==> config.mk <==
export PLATFORM = sky130hd
export DESIGN_NAME = qspi_fifo_buf
export DESIGN_NICKNAME = d
export VERILOG_FILES = /design/src/rtl/qspi_fifo_buf.sv
export SDC_FILE = /design/constraint.sdc
export NUM_CORES = 1
export LEC_CHECK = 0
export BUFFER_PORTS_ARGS = -buffer_cell sky130_fd_sc_hd__buf_4
export CAP_MARGIN = 10
export CORE_ASPECT_RATIO = 0.75
export CORE_UTILIZATION = 64
export CTS_BUF_LIST = sky130_fd_sc_hd__clkbuf_2
export DETAILED_ROUTE_END_ITERATION = 7
export PLACE_DENSITY = 0.84
export RECOVER_POWER = 50
export SLEW_MARGIN = 20
export SYNTH_ARGS = -nofsm -noshare
export SYNTH_HDL_FRONTEND = slang
export SYNTH_SLANG_ARGS = --single-unit
==> constraint.sdc <==
create_clock -name pclk -period 8.2 [get_ports pclk]
set_clock_uncertainty 0.2 [all_clocks]
set_input_delay 1.23 -clock pclk [delete_from_list [all_inputs] [get_ports pclk]]
set_output_delay 1.23 -clock pclk [all_outputs]
set_load 0.05 [all_outputs]
==> src/rtl/qspi_fifo_buf.sv <==
// Dual FIFO buffer between the APB register file and the QSPI shift engine.
// Latency: first-word-fall-through, and a push is visible at the head one edge later.
// Backpressure: TX uses valid/ready and RX exposes ready. Pushes into a full FIFO are
// dropped and set overrun_o. An RX pop while empty sets underrun_o.
//
// Ports: pclk/preset (async, active-high); tx_we_i/tx_wdata_i push TX;
//   tx_valid_o/tx_rdata_o/tx_ready_i pop TX; rx_valid_i/rx_wdata_i/rx_ready_o push RX;
//   rx_re_i/rx_rdata_o pop RX; *_level_o, *_empty_o and *_full_o give status;
//   tx_empty_set_o/rx_full_set_o are interrupt pulses; overrun_o/underrun_o are sticky
//   error flags, cleared by err_clr_i.
// Optional: define QSPI_FIFO_FLUSH_EN to add tx_flush_i/rx_flush_i.

// Single FIFO with a separate level counter. Flush beats push/pop.
module qspi_fifo_buf_fifo #(
  parameter int DEPTH  = 8,
  parameter int DATA_W = 32
) (
  input  logic              clk_i,
  input  logic              rst_i,
  input  logic              flush_i,
  input  logic              push_i,
  input  logic [DATA_W-1:0] wdata_i,
  input  logic              pop_i,
  output logic [DATA_W-1:0] rdata_o,
  output logic [3:0]        level_o,
  output logic              empty_o,
  output logic              full_o,
  output logic              drop_o
);
  localparam int PTR_W = (DEPTH > 1) ? $clog2(DEPTH) : 1;

  logic [DATA_W-1:0] mem_q [DEPTH];
  logic [PTR_W-1:0]  wr_ptr_q, wr_ptr_d, rd_ptr_q, rd_ptr_d;
  logic [3:0]        level_q, level_d;
  logic              push_ok, pop_ok;

  assign empty_o = (level_q == 4'd0);
  assign full_o  = (level_q == 4'(DEPTH));
  assign level_o = level_q;
  assign rdata_o = empty_o ? '0 : mem_q[rd_ptr_q];

  // A pop into an empty FIFO is ignored, even when a push arrives in the same cycle.
  // A full FIFO still takes a push when a pop frees the slot in the same cycle.
  assign pop_ok  = pop_i && !flush_i && !empty_o;
  assign push_ok = push_i && !flush_i && (!full_o || pop_ok);
  assign drop_o  = push_i && !flush_i && !push_ok;

  always_comb begin
    wr_ptr_d = wr_ptr_q;
    rd_ptr_d = rd_ptr_q;
    level_d  = level_q;
    if (flush_i) begin
      wr_ptr_d = '0;
      rd_ptr_d = '0;
      level_d  = 4'd0;
    end else begin
      if (push_ok) wr_ptr_d = wr_ptr_q + PTR_W'(1);
      if (pop_ok)  rd_ptr_d = rd_ptr_q + PTR_W'(1);
      case ({push_ok, pop_ok})
        2'b10:   level_d = level_q + 4'd1;
        2'b01:   level_d = level_q - 4'd1;
        default: level_d = level_q;
      endcase
    end
  end

  always_ff @(posedge clk_i or posedge rst_i) begin
    if (rst_i) begin
      wr_ptr_q <= '0;
      rd_ptr_q <= '0;
      level_q  <= 4'd0;
    end else begin
      wr_ptr_q <= wr_ptr_d;
      rd_ptr_q <= rd_ptr_d;
      level_q  <= level_d;
    end
  end

  // Storage is deliberately left unreset.
  always_ff @(posedge clk_i) begin
    if (push_ok) mem_q[wr_ptr_q] <= wdata_i;
  end
endmodule

module qspi_fifo_buf #(
  parameter int DEPTH  = 8,
  parameter int DATA_W = 32
) (
  input  logic              pclk,
  input  logic              preset,
  input  logic              tx_we_i,
  input  logic [DATA_W-1:0] tx_wdata_i,
  output logic              tx_valid_o,
  output logic [DATA_W-1:0] tx_rdata_o,
  input  logic              tx_ready_i,
  input  logic              rx_valid_i,
  input  logic [DATA_W-1:0] rx_wdata_i,
  output logic              rx_ready_o,
  input  logic              rx_re_i,
  output logic [DATA_W-1:0] rx_rdata_o,
  output logic [3:0]        tx_level_o,
  output logic [3:0]        rx_level_o,
  output logic              tx_empty_o,
  output logic              tx_full_o,
  output logic              rx_empty_o,
  output logic              rx_full_o,
  output logic              tx_empty_set_o,
  output logic              rx_full_set_o,
  output logic              overrun_o,
  output logic              underrun_o,
`ifdef QSPI_FIFO_FLUSH_EN
  input  logic              tx_flush_i,
  input  logic              rx_flush_i,
`endif
  input  logic              err_clr_i
);
  logic tx_flush, rx_flush, tx_drop, rx_drop;
  logic tx_empty_prev_q, rx_full_prev_q;
  logic tx_empty_set_q, rx_full_set_q, overrun_q, underrun_q;
  logic overrun_d, underrun_d;

`ifdef QSPI_FIFO_FLUSH_EN
  assign tx_flush = tx_flush_i;
  assign rx_flush = rx_flush_i;
`else
  assign tx_flush = 1'b0;
  assign rx_flush = 1'b0;
`endif

  qspi_fifo_buf_fifo #(.DEPTH(DEPTH), .DATA_W(DATA_W)) u_tx (
    .clk_i(pclk), .rst_i(preset), .flush_i(tx_flush),
    .push_i(tx_we_i), .wdata_i(tx_wdata_i), .pop_i(tx_ready_i),
    .rdata_o(tx_rdata_o), .level_o(tx_level_o), .empty_o(tx_empty_o),
    .full_o(tx_full_o), .drop_o(tx_drop)
  );

  qspi_fifo_buf_fifo #(.DEPTH(DEPTH), .DATA_W(DATA_W)) u_rx (
    .clk_i(pclk), .rst_i(preset), .flush_i(rx_flush),
    .push_i(rx_valid_i), .wdata_i(rx_wdata_i), .pop_i(rx_re_i),
    .rdata_o(rx_rdata_o), .level_o(rx_level_o), .empty_o(rx_empty_o),
    .full_o(rx_full_o), .drop_o(rx_drop)
  );

  assign tx_valid_o = !tx_empty_o;
  assign rx_ready_o = !rx_full_o;

  // Setting a sticky flag wins over a clear in the same cycle.
  assign overrun_d  = (tx_drop || rx_drop) ? 1'b1 : (err_clr_i ? 1'b0 : overrun_q);
  assign underrun_d = (rx_re_i && rx_empty_o && !rx_flush) ? 1'b1 :
                      (err_clr_i ? 1'b0 : underrun_q);

  // The previous-empty register resets to 1 so that leaving reset does not
  // look like a transition into empty.
  always_ff @(posedge pclk or posedge preset) begin
    if (preset) begin
      tx_empty_prev_q <= 1'b1;
      rx_full_prev_q  <= 1'b0;
      tx_empty_set_q  <= 1'b0;
      rx_full_set_q   <= 1'b0;
      overrun_q       <= 1'b0;
      underrun_q      <= 1'b0;
    end else begin
      tx_empty_prev_q <= tx_empty_o;
      rx_full_prev_q  <= rx_full_o;
      tx_empty_set_q  <= tx_empty_o && !tx_empty_prev_q;
      rx_full_set_q   <= rx_full_o && !rx_full_prev_q;
      overrun_q       <= overrun_d;
      underrun_q      <= underrun_d;
    end
  end

  assign tx_empty_set_o = tx_empty_set_q;
  assign rx_full_set_o  = rx_full_set_q;
  assign overrun_o      = overrun_q;
  assign underrun_o     = underrun_q;
endmodule

Word level (Yosys, flattened, before mapping)
Memory sizes are Yosys's and may differ from the RTL's.
Index checks and enable logic that the tools add are counted.
{ "word_totals": {"rom_bits": 0, "n_memories": 2, "latchBits": 0, "ff_bits": 26, "word_cells": 65, "ram_bits": 512} }
{ "memory_table": {"columns": ["memory", "words", "word_bits", "rd", "rd_ports_with_merged_regs", "write_ports", "line", "source"], "rows": [
  ["u_rx.mem_q", 8, 32, 1, 0, 1, "32", "logic [DATA_W-1:0] mem_q [DEPTH];"],
  ["u_tx.mem_q", 8, 32, 1, 0, 1, "32", null]
]} }
{ "op_classes": {"magnitude_cmp": 0, "bitwise_logic": 0, "n_reduce_logical": 26, "n_shift": 0, "multipliers": 0, "add_sub_neg": 8, "n_eq_ne": 6, "muxes": 11, "div": 0} }
{ "op_table": {"columns": ["cell", "n"], "rows": [
  ["2-to-1 mux 32 bit", 2],
  ["case mux 4 bit (2 select lines)", 2],
  ["adder 3 x 1 -> 3 bit, second input constant", 4],
  ["logical AND 1 bit", 9],
  ["adder 4 x 1 -> 4 bit, second input constant", 2],
  ["equality test 4 bit, second input constant", 2],
  ["logical NOT 1 bit", 8],
  ["logical NOT 4 bit", 2],
  ["nonzero test 2 bit", 4],
  ["subtractor 4 x 1 -> 4 bit, second input constant", 2],
  ["2-to-1 mux 1 bit", 7],
  ["equality test 2 x 1 -> 1 bit, second input constant", 2],
  ["equality test 2 bit, second input constant", 2],
  ["logical OR 1 bit", 3]
]} }

Longest topological paths before layout
Gate-level depths: netlist of run 1.
{ "depth": {"ltp_word": 9, "ltp_mapped": 11} }

Hierarchy
From an unflattened synthesis of run 1, not the netlist that was laid out.
{ "unflattened": {"cells_unflattened": 1020, "hier_area_um2": 21264.1} }
{ "modules_own_cells": {"columns": ["module", "instances", "cells_each", "area_per_inst_um2", "seq_area_each_um2"], "rows": [
  ["qspi_fifo_buf_fifo", 2, 501, 10532.6, 7937.6],
  ["qspi_fifo_buf", 1, 18, 198.9, 151.4]
]} }

Worst setup path before layout of run 1
No wires, ideal clock.
{ "synth_path": {"path_kind": "in2reg", "start": "input port rx_re_i", "end": "memory u_rx.mem_q[4][0] (enable)", "arrival_ns": 5.017, "cell_stages": 3, "path_slack_ns": 2.470, "t_required_ns": 7.487, "setup_ns": 0.513, "cell_sequence": "clkbuf_1 -> o21ai_4 -> nor4b_1"} }
{ "synth_via": {"elab_chain_cells": 5} }
{ "synth_rtl": {"columns": ["element", "line", "source"], "rows": [
  ["start: declaration", "99", "input logic rx_re_i,"],
  ["logical AND 1 bit", "44", "assign pop_ok = pop_i && !flush_i && !empty_o;"],
  ["logical OR 1 bit", "45", "assign push_ok = push_i && !flush_i && (!full_o || pop_ok);"],
  ["logical AND 1 bit", "45", null],
  ["2-to-1 mux 1 bit", "81", "if (push_ok) mem_q[wr_ptr_q] <= wdata_i;"],
  ["2-to-1 mux 1 bit (not written as such)", "81", null],
  ["end: declaration", "32", null]
]} }
No other way between the ends.

Final worst setup path of run 1
{ "layout_path": {"start": "register u_tx.rd_ptr_q[0]", "end": "output port tx_rdata_o[23]"} }
{ "layout_via": {"elab_chain_cells": 2} }
{ "layout_rtl": {"columns": ["element", "line", "source"], "rows": [
  ["start: declaration", "33", "logic [PTR_W-1:0] wr_ptr_q, wr_ptr_d, rd_ptr_q, rd_ptr_d;"],
  ["start signal: assignment", "74", "rd_ptr_q <= rd_ptr_d;"],
  ["memory (8 x 32 bit)", null, null],
  ["2-to-1 mux 32 bit", "40", "assign rdata_o = empty_o ? '0 : mem_q[rd_ptr_q];"],
  ["end: declaration", "94", "output logic [DATA_W-1:0] tx_rdata_o,"]
]} }
No other way between the ends.

==> flow_summary.toml, run 1 <==
[outcome]
status = "finished, violations left"
violations = "max-capacitance violations, max-slew violations"

[cts]
h-tree-depth = 3
clock_path_buffers = 3
ctsResizeCount = 0
tritoncts = "yes"
cts_setup_buffers = 0
cts-root-buf = "clkbuf_2"
cts.sinks = 538
clk_pin_slew_ns = 0.12
ctsHoldBuffers = 0
clk-insertion-delay-late_ns = 0.95
numCtsBuffers = 116

[synthesis]
synth_compound_area_frac = 0.0357
muxShareOfSynthArea = 0.144
async_flop_share = 0.0483
synth-simple-area-share = 0.0146
syn_inst = 893
syn_area_sq_um = 20600
synth_fa_ha_area_frac = 0.00608
synth_area_leader_cell = "edfxtp_1"
synth.distinct_cells = 43
synth_xor_area_frac = 0.00596
syn_avg_cell_area_sq_um = 23.0
ys_warn_count = 0
yosysSeqAreaShare = 0.779
yosysTopAreaCellShare = 0.747
synth-main-ff-cell = "edfxtp_1"
yosysMostFrequentCell = "edfxtp_1"
synth.area.top_cells = "edfxtp_1 75%, mux4_2 14%, dfrtp_1 3.0%, a22o_1 2.8%, ha_1 0.61%"
synth_top_family_by_area = "multiplexers"
synth_edf_count = 512
netlist_top_cells_count = "512 x edfxtp_1, 128 x mux4_2, 65 x a22o_1, 26 x clkbuf_1, 25 x dfrtp_1"
ys_seq_elements = 538
syn_nets = 974

[worst_setup_path]
r2r_slack_ns = 4.04
worstSetupEndpointType = "primary output"
r2r_end = "u_tx.level_o[3]"
crit_fanout = 40
worstSetupStartpointType = "flip-flop"
r2r_start = "u_tx.level_o[0]"
critPathArrivalTime_ns = 3.60
reg2regPathDepth = 6
path_class = "flip-flop to primary output"
required_ns = 6.77

[grt]
grt_pass1_wl_microns = 59100
grt_max_degree = 67
grt_antenna_before_repair = 2
grt-ovfl-total = 0
grtUsageTotal = 0.246
grt_pass1_vias = 10379

[power_and_ir_drop]
p_int_mw = 5.51
p_seq_frac = 0.407
p_sw_mw = 3.58
powerDensity_nw_per_um2 = 395
leakage_nw = 7.82
p_comb_frac = 0.420
ir_worst_vdd_uv = 342
switching_share = 0.394
power_frac_clock = 0.173

[timing]
rsz0062_at_grt = "no"
setup_viol = 0
finalMaxSlewViolations = 132
fin_crit_sh = 0.613
setup_tns_ns = 0
layout_setup_ws_ns = 3.17
max_freq_mhz = 199
finalHoldViolCount = 0
worst_pin_slew_ns = 2.54
min_period_ns = 5.03
timing.slew.headroom = -0.691

[floorplan]
initial_core_util = 0.654
ios = 153
die_area_sq_um = 32900
dieWidth_microns = 209
core_sq_um = 31500
die_h_microns = 157
rows = 56

[detailed_routing]
ant_nets = 0
wl_per_cell_microns = 24.2
drt-total-wl_microns = 39500
drc = 0
drtPass1Iterations = 5
vias_per_cell = 6.22
drtIter0Drc = 777
vias = 10148

[cells_and_area]
drive_above_1_share = 0.374
fill_cells = 1887
finalInstanceArea_sq_um = 23000
area_growth_pct = 11.9
nets = 1216

[hold_path]
hold_path_class = "input pin to async pin"

[placed_design]
gp_congestion = 0.751
post-place-ws_ns = 4.09
postPlaceCellArea_sq_um = 22200
io_buffers = 152
hpwl_microns = 21400

[job]
drv_cap = 4
## registers in the layout, indices dropped and copies added, names as in the netlist, 3 cells and up
name / flops
u_rx.level_o: 4
u_rx.mem_q: 256
u_rx.rd_ptr_q: 3
u_rx.wr_ptr_q: 3
u_tx.level_o: 4
u_tx.mem_q: 256
u_tx.rd_ptr_q: 3
u_tx.wr_ptr_q: 3
## power by group through the flow
stage	clock network (mW)	registers, mW	logic [mW]
finish	1.57	3.70	3.82
CTS	1.62	3.70	3.87
floorplan	0	3.73	2.82
global route	1.75	3.75	3.99
detailed placement	0	3.77	3.86
global placement	0	3.73	3.81
## per-stage QoR
| step | hold slack (ns) | util | cells | total power [mW] |
|---|---|---|---|---|
| global route | 0.0907 | 0.732 | 1631 | 9.49 |
| finish | 0.161 | 0.732 | 1631 | 9.10 |
| global placement | 0.181 | 0.707 | 1422 | 7.54 |
| CTS | 0.157 | 0.740 | 1628 | 9.20 |
| detailed placement | 0.193 | 0.707 | 1422 | 7.62 |
| floorplan | 0.178 | - | 893 | 6.55 |
## metal layers
layer	GRT usage	share of wire	vias up
met2	0.383	0.50	419
met4	0.0837	0.014	0
met3	0.0503	0.069	59
met1	0.358	0.42	5314
met5	0	0	-
li1	-	-	4356
## logic make-up after synthesis
group | Yosys count
simple gates | 49
mux | 136
fa+ha+maj | 10
compound gates | 84
buf+inv | 62
flops | 538
xor+xnor | 14
## layout by cell type, fill, tap and decap left out, types with 3 or more instances in the layout
cell type / n
mux2_2: 5
clkbuf_2: 186
nor2_1: 5
xor2_1: 3
or4_1: 4
o211ai_1: 4
nor3_2: 7
mux4_2: 128
clkinv_1: 17
ha_1: 10
buf_4: 105
edfxtp_1: 512
dfrtp_1: 21
xnor2_1: 11
inv_1: 10
nand2_1: 3
nand2b_1: 3
a22o_1: 65
clkbuf_1: 68
nor2_4: 5
## worst max-delay path, cell delays in order (launching register included)
cell and delay, ns:
dfrtp_4 0.79, buf_4 0.73, mux4_2 0.61, a22o_1 0.28
buf_4 0.20
## cell type report
cell class,count,area (sq um),area share
antenna,2,5.00,0.000217
clock buffer,186,931,0.0404
sequential,538,16000,0.696
inverter,11,41.3,0.00179
tap,406,508,0.0221
multi-input combinational,293,4320,0.188
clock inverter,20,108,0.00467
timing repair buffer,175,1080,0.0468
## worst max path at each step
stage                          start               end  slack [ns]  cells after the start
global route        u_tx.rd_ptr_q[0]    tx_rdata_o[28]        2.83                      4
floorplan                    rx_re_i  u_rx.mem_q[4][0]        2.47                      3
detailed placement  u_tx.rd_ptr_q[0]    tx_rdata_o[23]        4.09                      4
finish              u_tx.rd_ptr_q[0]    tx_rdata_o[23]        3.17                      4
global placement    u_tx.rd_ptr_q[0]    tx_rdata_o[28]        4.11                      4
CTS                 u_tx.rd_ptr_q[0]    tx_rdata_o[23]        2.97                      4
Note: power is estimated with default switching activity, not from simulation.
==> inputs of run 2 (changes only) <==
--- a/config.mk
+++ b/config.mk
@@ -5,13 +5,14 @@
 export SDC_FILE = /design/constraint.sdc
 export NUM_CORES = 1
 export LEC_CHECK = 0
+export ABC_AREA = 1
 export BUFFER_PORTS_ARGS = -buffer_cell sky130_fd_sc_hd__buf_4
 export CAP_MARGIN = 10
 export CORE_ASPECT_RATIO = 0.75
-export CORE_UTILIZATION = 64
+export CORE_UTILIZATION = 62
 export CTS_BUF_LIST = sky130_fd_sc_hd__clkbuf_2
 export DETAILED_ROUTE_END_ITERATION = 7
-export PLACE_DENSITY = 0.84
+export PLACE_DENSITY = 0.82
 export RECOVER_POWER = 50
 export SLEW_MARGIN = 20
 export SYNTH_ARGS = -nofsm -noshare
==> constraint.sdc (replaced) <==
create_clock -name pclk -period 4.8 [get_ports pclk]
set_clock_uncertainty 0.2 [all_clocks]
set_input_delay 0.72 -clock pclk [delete_from_list [all_inputs] [get_ports pclk]]
set_output_delay 0.72 -clock pclk [all_outputs]
set_load 0.05 [all_outputs]
==> run 2 against run 1 <==
Against the previous run:
- first-iteration DRC count up 130%
- combinational power up 100%
- final area up 6.9%
- register-to-register slack lost 3.0 ns
- count of clock-buffer cells in the layout shrank 14
- clock power rose by 76%
- sequential cell count is the same
- the run still ends with max-capacitance violations, max-slew violations left
- largest power group unchanged
- sequential share of layout area decreased by 4.5 points
==> flow_summary.toml, run 2 <==
[outcome]
status = "finished, violations left"
violations = "max-capacitance violations, max-slew violations"

[cells_and_area]
finalNonFillerCells = 2521
area_growth_pct = 14.3
finalInstanceArea_sq_um = 24600
fill_cells = 2218
final_util = 0.727
drive_above_1_share = 0.159
final_common_cell = "edfxtp_1"
top_regs = "u_rx.mem_q x256, u_tx.mem_q x256"
final_cell_mix = "512 x edfxtp_1, 461 x nor2_1, 180 x o21ai_0, 172 x clkbuf_2, 116 x nand2_1"
nets = 2058

[detailed_routing]
drtPass1Iterations = 5
ant_nets = 0
drc = 0
drt-total-wl_microns = 49000
vias_per_cell = 5.75
wl_per_cell_microns = 19.4
drtIter0Drc = 1751
vias = 14493

[power_and_ir_drop]
ir_worst_vdd_uv = 621
powerDensity_nw_per_um2 = 674
leakage_nw = 8.87

[synthesis]
syn_area_sq_um = 21500
syn_avg_cell_area_sq_um = 12.7
ys_seq_elements = 538
yosysMostFrequentCell = "edfxtp_1"
netlist_top_cells_count = "512 x edfxtp_1, 473 x nor2_1, 180 x o21ai_0, 114 x nand2_1, 84 x o21ai_1"
async_flop_share = 0.0483
yosysSeqAreaShare = 0.744
synth_area_leader_cell = "edfxtp_1"
synth.distinct_cells = 33
synth_edf_count = 512
synth-main-ff-cell = "edfxtp_1"
syn_nets = 1780
syn_inst = 1699
synth.area.top_cells = "edfxtp_1 71%, nor2_1 8.2%, o21ai_0 4.2%, dfrtp_1 2.9%, o211ai_1 2.3%"
yosysTopAreaCellShare = 0.714
ys_warn_count = 0

[placed_design]
dp_cells = 2231
hpwl_microns = 26500
gp_congestion = 0.809
io_buffers = 152
postPlaceCellArea_sq_um = 23100

[hold_path]
hold_path_class = "flip-flop to flip-flop"

[grt]
grt_pass1_vias = 14507
grt-ovfl-total = 0
grt_pass1_wl_microns = 75900
grt_max_degree = 98
grt_antenna_before_repair = 3
grtUsageTotal = 0.281

[floorplan]
initial_core_util = 0.636
ios = 153
rows = 58
die_area_sq_um = 35500
dieWidth_microns = 217
core_sq_um = 33900
die_h_microns = 163

[timing]
worst_pin_slew_ns = 1.77
min_period_ns = 4.35
setup_viol = 0
fin_crit_sh = 0.907
finalHoldViolCount = 0
setup_tns_ns = 0
finalMaxSlewViolations = 43
max_freq_mhz = 230
timing.slew.headroom = -0.181
rsz0062_at_grt = "no"

[cts]
cts_setup_buffers = 0
clk-insertion-delay-late_ns = 1.06
clk_pin_slew_ns = 0.12
clock_path_buffers = 3
cts-root-buf = "clkbuf_2"
h-tree-depth = 3
cts.sinks = 538
tritoncts = "yes"
numCtsBuffers = 119

[worst_setup_path]
cp_cell_sequence = "buf_4 -> buf_6 -> o21ai_0 -> o22ai_1 -> nor2_1 -> nor2_1 -> buf_4"
worstSetupStartpointType = "flip-flop"
worstSetupEndpointType = "primary output"
crit_buf_inv = 3
crit_path_top_delay_cell = "buf_4"
critPathTopFamily = "buffers and inverters"
path_class = "flip-flop to primary output"
required_ns = 3.88
critPathArrivalTime_ns = 3.43
worst_path_largest_cell_delay_ns = 0.55
crit_fanout = 69

[job]
drv_cap = 2
run 2: changes by cell type after synthesis, sizes merged, moves of 38 or more:
cell and change:
nor2 +463, o211ai +61, o21ai +262, a22o -65, o22ai +65, mux4 -128
buf +38, nand2 +113
run 2: layout make-up:
type                    count  area [sq um]  area share
clock buffers             172           861      0.0350
well taps                 450           563      0.0229
clock inverters            38           209     0.00848
diodes                      5          12.5    0.000508
multi-input cells        1024          4850       0.197
inverters                  35           134     0.00544
flip-flops and latches    538         16000       0.651
repair buffers            259          1960      0.0795
run 2: metal layers:
layer,global-route usage,share of wire
met4,0.112,0.018
met5,0,0
met3,0.0609,0.084
met1,0.382,0.41
met2,0.448,0.49
run 2: logic make-up after synthesis:
group,share of synthesized area
compound gates,0.104
flops,0.744
buf+inv,0.0341
simple gates,0.109
xor+xnor,0.00406
fa+ha+maj,0.00581
run 2: worst paths after layout:
kind	slack [ns]	cells past startpoint	startpoint	to
hold reg to reg	0.21	1	rx_full_prev_q	rx_full_set_o
setup / recovery	0.45	7	u_tx.rd_ptr_q[0]	tx_rdata_o[20]
hold / removal	0.21	1	rx_full_prev_q	rx_full_set_o
min in group asynchronous	1.08	5	preset	underrun_o
max in group asynchronous	2.24	5	preset	u_tx.rd_ptr_q[0]
setup reg to reg	1.00	9	u_rx.level_o[1]	u_rx.mem_q[2][25]
run 2: per-stage QoR:
stage	setup slack (ns)	hold WS, ns	total power, mW
3_5_place_dp	1.40	0.208	13.9
2_1_floorplan	1.42	0.178	11.7
5_1_grt	0.118	0.213	17.5
4_1_cts	0.173	0.106	16.6
3_3_place_gp	1.41	0.186	13.6
6_report	0.448	0.215	16.6
run 2: where the power goes:
group          switching (mW)  total [mW]  internal (mW)
combinational            5.58        7.69           2.12
sequential              0.333        6.14           5.81
clock                    1.70        2.77           1.07
run 2: what timing repair did:
item,CTS,global route
hold buffers,75,0
setup endpoints to repair,0,3
endpoints found under the hold margin,553,0
resized for setup,0,1
